$ cat src/rtl/keypad_path.sv
// 4x4 matrix keypad scanner: column drive, row synchronizer, debounce FSM and
// a CPU-readable {valid, overrun, key} status word acknowledged by a read strobe.
module keypad_path #(
    parameter int SCAN_MOD = 10000,
    parameter int DEBOUNCE = 20
) (
    input  logic        clk,
    input  logic        rst,
    input  logic [3:0]  in_row,
    output logic [3:0]  out_col,
    input  logic        re,
    output logic [15:0] rd_data
);

    localparam int TW = $clog2(SCAN_MOD);
    localparam int CW = $clog2(DEBOUNCE + 1);
    localparam logic [TW-1:0] TICK_LAST = TW'(SCAN_MOD - 1);
    localparam logic [CW-1:0] DEB_MAX   = CW'(DEBOUNCE);
    localparam logic [CW-1:0] CNT_ONE   = CW'(1);

    typedef enum logic [1:0] {
        ST_SCAN     = 2'd0,
        ST_DEBOUNCE = 2'd1,
        ST_PRESSED  = 2'd2
    } state_t;

    state_t          r_state;
    logic [TW-1:0]   r_tick_cnt;
    logic [3:0]      r_row_m;
    logic [3:0]      r_row_s;
    logic [1:0]      r_col;
    logic [3:0]      r_out_col;
    logic [CW-1:0]   r_cnt;
    logic [3:0]      r_pat;
    logic [1:0]      r_row_idx;
    logic            r_valid;
    logic            r_overrun;
    logic [3:0]      r_key;

    state_t          w_state_nx;
    logic [1:0]      w_col_nx;
    logic [CW-1:0]   w_cnt_nx;
    logic [CW-1:0]   w_cnt_inc;
    logic [3:0]      w_pat_nx;
    logic [1:0]      w_idx_nx;
    logic            w_latch;
    logic            w_tick;

    // A press is only accepted when exactly one row line is pulled low.
    function automatic logic one_cold(input logic [3:0] v);
        case (v)
            4'b1110, 4'b1101, 4'b1011, 4'b0111: one_cold = 1'b1;
            default:                             one_cold = 1'b0;
        endcase
    endfunction

    function automatic logic [1:0] row_index(input logic [3:0] v);
        case (v)
            4'b1101: row_index = 2'd1;
            4'b1011: row_index = 2'd2;
            4'b0111: row_index = 2'd3;
            default: row_index = 2'd0;
        endcase
    endfunction

    assign w_tick    = (r_tick_cnt == TICK_LAST);
    assign w_cnt_inc = r_cnt + CNT_ONE;
    assign out_col   = r_out_col;
    assign rd_data   = {r_valid, r_overrun, 10'b0, r_key};

    // Next-state logic; the FSM only moves on scan ticks.
    always_comb begin
        w_state_nx = r_state;
        w_col_nx   = r_col;
        w_cnt_nx   = r_cnt;
        w_pat_nx   = r_pat;
        w_idx_nx   = r_row_idx;
        w_latch    = 1'b0;
        if (w_tick) begin
            case (r_state)
                ST_SCAN: begin
                    if (one_cold(r_row_s)) begin
                        w_pat_nx = r_row_s;
                        w_idx_nx = row_index(r_row_s);
                        if (DEB_MAX == CNT_ONE) begin
                            w_latch    = 1'b1;
                            w_cnt_nx   = '0;
                            w_state_nx = ST_PRESSED;
                        end else begin
                            w_cnt_nx   = CNT_ONE;
                            w_state_nx = ST_DEBOUNCE;
                        end
                    end else begin
                        w_col_nx = r_col + 2'd1;
                    end
                end
                ST_DEBOUNCE: begin
                    if (r_row_s == r_pat) begin
                        if (w_cnt_inc == DEB_MAX) begin
                            w_latch    = 1'b1;
                            w_cnt_nx   = '0;
                            w_state_nx = ST_PRESSED;
                        end else begin
                            w_cnt_nx = w_cnt_inc;
                        end
                    end else begin
                        w_cnt_nx   = '0;
                        w_col_nx   = r_col + 2'd1;
                        w_state_nx = ST_SCAN;
                    end
                end
                ST_PRESSED: begin
                    if (r_row_s == 4'hF) begin
                        if (w_cnt_inc == DEB_MAX) begin
                            w_cnt_nx   = '0;
                            w_col_nx   = r_col + 2'd1;
                            w_state_nx = ST_SCAN;
                        end else begin
                            w_cnt_nx = w_cnt_inc;
                        end
                    end else begin
                        w_cnt_nx = '0;
                    end
                end
                default: begin
                    w_cnt_nx   = '0;
                    w_state_nx = ST_SCAN;
                end
            endcase
        end else begin
            w_latch = 1'b0;
        end
    end

    // State, scan timer, row synchronizer and column drive registers.
    always_ff @(posedge clk) begin
        if (!rst) begin
            r_state    <= ST_SCAN;
            r_tick_cnt <= '0;
            r_row_m    <= 4'hF;
            r_row_s    <= 4'hF;
            r_col      <= 2'd0;
            r_out_col  <= 4'b1110;
            r_cnt      <= '0;
            r_pat      <= 4'hF;
            r_row_idx  <= 2'd0;
        end else begin
            r_state    <= w_state_nx;
            r_tick_cnt <= w_tick ? '0 : (r_tick_cnt + TW'(1));
            r_row_m    <= in_row;
            r_row_s    <= r_row_m;
            r_col      <= w_col_nx;
            r_out_col  <= ~(4'b0001 << w_col_nx);
            r_cnt      <= w_cnt_nx;
            r_pat      <= w_pat_nx;
            r_row_idx  <= w_idx_nx;
        end
    end

    // CPU status word; a new key latch takes priority over a coincident read.
    always_ff @(posedge clk) begin
        if (!rst) begin
            r_valid   <= 1'b0;
            r_overrun <= 1'b0;
            r_key     <= 4'h0;
        end else if (w_latch) begin
            r_valid   <= 1'b1;
            r_overrun <= re ? 1'b0 : (r_overrun | r_valid);
            r_key     <= {r_col, w_idx_nx};
        end else if (re) begin
            r_valid   <= 1'b0;
            r_overrun <= 1'b0;
        end else begin
            r_valid   <= r_valid;
            r_overrun <= r_overrun;
        end
    end

endmodule

$ cat config.mk
export PLATFORM = sky130hd
export DESIGN_NAME = keypad_path
export DESIGN_NICKNAME = d
export VERILOG_FILES = /design/src/rtl/keypad_path.sv
export SDC_FILE = /design/constraint.sdc
export NUM_CORES = 1
export LEC_CHECK = 0
export ABC_AREA = 1
export CAP_MARGIN = 10
export CELL_PAD_IN_SITES_DETAIL_PLACEMENT = 1
export CELL_PAD_IN_SITES_GLOBAL_PLACEMENT = 1
export CORE_ASPECT_RATIO = 1.75
export CORE_MARGIN = 1
export CORE_UTILIZATION = 40
export DETAILED_ROUTE_END_ITERATION = 10
export PLACE_DENSITY = 0.86
export SLEW_MARGIN = 0
export SYNTH_ARGS = -nofsm -noshare
export SYNTH_HDL_FRONTEND = slang
export SYNTH_SLANG_ARGS = --single-unit
$ cat constraint.sdc
create_clock -name clk -period 2.15 [get_ports clk]
set_clock_uncertainty 0.2 [all_clocks]
set_input_delay 0.3225 -clock clk [delete_from_list [all_inputs] [get_ports clk]]
set_output_delay 0.3225 -clock clk [all_outputs]
set_load 0.02 [all_outputs]
; Yosys cells after proc, flatten, opt, wreduce, memory -nomap -nowiden
; Cells that the tools add are included.
[totals]
reg_bits = 47
elab_cells = 72
input_bits = 7
out_inout_bits = 20
[classes]
n_reduce_logical = 7
shifts = 1
addsub = 3
n_eq_ne = 14
mux = 32
n_bitwise = 3
[op_table]
columns = operator, n
row1 = $mux 2, 13
row2 = $mux 5, 4
row3 = $pmux 2 s3, 3
row4 = $eq 4x4->1 const B, 4
row5 = $pmux 5 s3, 1
row6 = $add 14x1->14 const B, 1
row7 = $eq 14x14->1 const B, 1
row8 = $mux 1, 11
row9 = $ne 2x2->1 const B, 3
row10 = $add 5x1->5 const B, 1
row11 = $eq 5x5->1 const B, 1
row12 = $reduce_and 5->1, 1
row13 = $eq 4x3->1 const B, 1
row14 = $eq 4x4->1, 1
row15 = $not 4->4, 1
row16 = $reduce_or 4->1, 1
row17 = $shl 1x2->4 const A, 1
row18 = $ne 3x3->1 const B, 1
row19 = $reduce_and 3->1, 1
row20 = $add 2x1->2 const B, 1
row21 = $eq 2x1->1 const B, 1
row22 = $eq 2x2->1 const B, 1
row23 = $logic_not 2->1, 1
row24 = $reduce_and 2->1, 1
row25 = 4 further kinds, 4

; Logic depth before layout (Yosys ltp)
[depth]
ltp_word = 10
ltp_mapped = 12
ltp_nobuf = 12

; Least setup slack after synthesis
; OpenSTA, ideal clock, no wires.
[synth_path]
path_type = register to register
from = register r_cnt[0]
to = register r_out_col[0] (netlist: out_col[0])
path_slack_ns = 0.410
arrival_time_ns = 1.426
path_stages_with_launch = 11
period_less_slack_ns = 1.740
path_buffers = 0
t_required_ns = 1.836
setup_time_ns = 0.114
cell_sequence = dfxtp_1 > ha_1 > nand4_1 > o21ai_1 > nand2_1 > inv_2 > nand2_1 > nand2_1 > nand2_2 > nand2_1 > nand2_1
[synth_via]
elab_chain_len = 8
[synth_lines]
columns = item, line_no
row1 = "start, declared", 33  ; logic [CW-1:0] r_cnt;
row2 = "start signal, assigned", 154  ; r_cnt <= w_cnt_nx;
row3 = $add 5x1->5, 67  ; assign w_cnt_inc = r_cnt + CNT_ONE;
row4 = $eq 5x5->1, 114  ; if (w_cnt_inc == DEB_MAX) begin
row5 = $mux 2, 114
row6 = $mux 2, 113  ; if (r_row_s == 4'hF) begin
row7 = $pmux 2 s3, 80  ; case (r_state)
row8 = $mux 2, 79  ; if (w_tick) begin
row9 = $shl 1x2->4, 153  ; r_out_col <= ~(4'b0001 << w_col_nx);
row10 = $not 4->4, 153
row11 = "end signal, assigned", 153
row12 = "end, declared", 32  ; logic [3:0] r_out_col;
; No other way between the ends.
; A chain may end at the register's enable or synchronous reset.

; Worst setup path after layout
; Ends and elaborated chain as after synthesis.

==> results.yml <==
status:
  result_of_the_run: "finished clean"
min_path:
  min_path_type: "flip-flop to flip-flop"
routing:
  vias: 1944
  detail_route.iter0.violations: 24
  finalWirelength_um: 4890
  drc_errors: 0
  route.detailed.wl_per_inst_um: 11.9
  detail_route.first_pass.iterations: 4
  drtAntennaViolNets: 0
  vias_per_cell: 4.74
setup_path:
  regToRegStartpoint: "r_cnt[0]"
  r2r_setup_slack_ns: 0.21
  worst-setup-path-type: "flip-flop to flip-flop"
  worstSetupEndpoint: "out_col[0]"
  worstSetupStartpointType: "flip-flop"
  critical-path-max-stage-delay_ns: 0.40
  crit_fanout: 4
  crit_path_frequent_cell: "sky130_fd_sc_hd__nand2_1"
  slowest_stage_cell_on_the_critical_path: "sky130_fd_sc_hd__dfxtp_1"
  cp-end-kind: "flip-flop"
  arrival_time_reported_for_the_critical_path_endpoint_ns: 1.94
  r2r.worst_path.cells: 10
  cell_by_cell_listing_of_the_critical_path: "ha_1 -> nand4_1 -> o21ai_1 -> nand2_1 -> inv_2 -> nand2_1 -> nand2_1 -> nand2_2 -> nand2_1 -> nand2_1"
  cell_family_contributing_the_most_delay_on_the_critical_path: "simple AND/OR/NAND/NOR gates"
  r2r_end: "out_col[0]"
  path_buf_inv: 1
  crit_required_ns: 2.15
  worst-path-stages: 10
  cp-startpoint: "r_cnt[0]"
grt:
  grt_use_total: 0.187
  grt_overflow: 0
  vias_in_the_first_global_route: 2001
  antenna_found_initial: 0
  largest_net_degree_at_the_start_of_global_routing: 21
  grt_pass1_wl_um: 8580
synth:
  netlist_area_sq_mm: 0.00228
  synth.ff_latch_count: 47
  synth.top_cell.area_share: 0.413
  synth.most_common_cell: "sky130_fd_sc_hd__nand2_1"
  async_set_reset_flop_share_out_of_synthesis: 0
  synth.area.top_cells: "sky130_fd_sc_hd__dfxtp_1 (41%), sky130_fd_sc_hd__nand2_1 (11%), sky130_fd_sc_hd__inv_1 (5.9%)"
  share_of_the_synthesized_area_in_compound_gates_ao_oa_aoi_oai: 0.0720
  post_synth_mux_area_share: 0
  simple_gate_fraction_of_synth_area: 0.352
  netlist_instances: 313
  main_combinational_cell_family_by_area_after_synthesis: "simple AND/OR/NAND/NOR gates"
  yosys.area_share.xor_xnor: 0.0346
  synth-edff-count: 0
  synth_adder_area_share: 0.0110
  netlist_top_cells_count: "sky130_fd_sc_hd__nand2_1 (69), sky130_fd_sc_hd__dfxtp_1 (47), sky130_fd_sc_hd__inv_1 (36)"
  yosysUniqueCellTypes: 28
  synthFlopType: "sky130_fd_sc_hd__dfxtp_1"
  post-synth-top-area-cell: "sky130_fd_sc_hd__dfxtp_1"
  yosys_warnings: 0
  seq_area_frac_synth: 0.413
  synth.avg_cell_area_sq_um: 7.28
place:
  routabilityCongestion: 0.798
  dp_hpwl_um: 3880
  placement.io_buffers: 16
  placement.cell_area_sq_mm: 0.00249
sta:
  final.setup.tns_ns: 0
  timing.final.crit_period_ns: 1.94
  finalSetupViolCount: 0
  final-hold-violation-count: 0
  grt_setup_unrepaired: "no"
  post-route-period-util: 0.901
  fmax_mhz: 516
  final_max_slew_violation_count: 0
floorplan:
  die-area_sq_mm: 0.00601
  pin_count: 27
  placement_rows: 36
  die_y_um: 102
  die_w_um: 59.0
  initial_core_util: 0.411
  fp.coreArea_sq_mm: 0.00554
finish:
  post_route_cells_drive_above_1_share: 0.153
  syn_to_final_growth_pct: 13.1
  post-route-util: 0.465
  final_nets: 342
  post-route-cell-area_sq_mm: 0.00258
  multi_input_area_sq_mm: 0.00111
  number_of_inserted_filler_cells_in_the_final_layout: 737
  antennaDiodeCount: 0
  regArea_sq_um: 941
clock_network:
  cts.repair_timing.setup_buffer_count: 0
  clock_insertion_delay_at_the_later_pin_of_the_skew_report_ns: 0.30
  clk_pin_slew_ns: 0.09
  cts.hold.buffers_added: 0
  cts_resized: 0
  cts_max_level: 2
  cts_made_buffers: 5
  clock-root-buffer: "sky130_fd_sc_hd__clkbuf_8"
  cts_max_path_buffers: 2
  tritoncts: "yes"
  cts.sinks: 47
power:
  power_density_mw_per_mm2: 589
  peakVddDrop_mv: 0.463
  leakage_nw: 1.17
run:
  max_cap_viol_count: 0
## cell type report
cell class,instances,area share
Sequential cell,47,0.365
Clock inverter,2,0.00486
Inverter,43,0.0627
Tap cell,76,0.0369
Multi-Input combinational cell,217,0.431
Timing Repair Buffer,19,0.0709
Clock buffer,6,0.0282
## cells by family (layout without fill, tap and decap cells)
group / count (synthesis) / in the layout
xor+xnor: 9 / 9
other cells: 1 / 10
buf+inv: 58 / 70
fa+ha+maj: 2 / 2
compound gates: 30 / 30
simple gates: 166 / 166
flops: 47 / 47
## worst register-to-register path, delay by kind of cell (launching register included)
| family | cells | cell delay (ns) |
|---|---|---|
| AND/OR/NAND/NOR | 7 | 0.72 |
| flip-flops | 1 | 0.40 |
| adder cells (fa/ha/maj) | 1 | 0.24 |
| AO/OA/AOI/OAI | 1 | 0.21 |
| buffers and inverters | 1 | 0.07 |
## power breakdown
| part | internal, W | switching (W) |
|---|---|---|
| logic | 0.0000333 | 0.0000650 |
| clock network | 0.000228 | 0.000301 |
| registers | 0.000881 | 0.00000841 |
| total | 0.00114 | 0.000375 |
## worst min path at each step
stage                     from  cells past startpoint  slack, ns         end
floorplan           r_row_m[0]                      1       0.19  r_row_s[0]
global placement    r_row_m[0]                      1       0.19  r_row_s[0]
detailed placement  r_row_m[2]                      1       0.20  r_row_s[2]
CTS                 r_row_m[2]                      1       0.22  r_row_s[2]
global route        r_row_m[2]                      1       0.24  r_row_s[2]
finish              r_row_m[3]                      1       0.22  r_row_s[3]
## placed cells by master, fill, tap and decap left out, types with 2 or more instances in the layout
cell	n
sky130_fd_sc_hd__xor2_1	7
sky130_fd_sc_hd__inv_1	36
sky130_fd_sc_hd__nor3_1	4
sky130_fd_sc_hd__o21ai_1	2
sky130_fd_sc_hd__buf_4	3
sky130_fd_sc_hd__dfxtp_1	47
sky130_fd_sc_hd__ha_1	2
sky130_fd_sc_hd__nand2_2	5
sky130_fd_sc_hd__nand3_1	23
sky130_fd_sc_hd__nand4_1	7
sky130_fd_sc_hd__xnor2_1	2
sky130_fd_sc_hd__o21ai_2	3
sky130_fd_sc_hd__nor2_1	31
sky130_fd_sc_hd__or2_2	9
sky130_fd_sc_hd__clkdlybuf4s50_1	16
sky130_fd_sc_hd__nand2_1	69
sky130_fd_sc_hd__inv_2	7
sky130_fd_sc_hd__o21ai_0	6
sky130_fd_sc_hd__conb_1	10
sky130_fd_sc_hd__clkbuf_8	5
sky130_fd_sc_hd__nor2_2	8
sky130_fd_sc_hd__nor2_4	3
sky130_fd_sc_hd__nand3_2	3
sky130_fd_sc_hd__a21oi_1	18
## per-layer routing
layer	part of all wire	track usage	vias to the layer above
li1	-	-	993
met3	0.023	0.0316	18
met2	0.57	0.351	29
met5	0	0	-
met1	0.36	0.182	904
met4	0.044	0.117	0
## sequential cells by signal, indices dropped and copies added, names as in the netlist
register    cells
out_col         4
r_cnt           5
r_col           2
r_key           4
r_overrun       1
r_pat           4
r_row_idx       2
r_row_m         4
r_row_s         4
r_state         2
r_tick_cnt     14
r_valid         1
## stage by stage
| step | instances | setup WS [ns] | hold WS, ns | power (W) |
|---|---|---|---|---|
| after global routing | 410 | 0.00906 | 0.236 | 0.00159 |
| after detailed placement | 402 | 0.177 | 0.202 | 0.00101 |
| after floorplan | 322 | 0.410 | 0.193 | 0.000993 |
| after global placement | 402 | 0.146 | 0.193 | 0.00101 |
| final | 410 | 0.212 | 0.220 | 0.00152 |
| after CTS | 410 | 0.123 | 0.222 | 0.00154 |
Note: power is estimated with default switching activity, not from simulation.
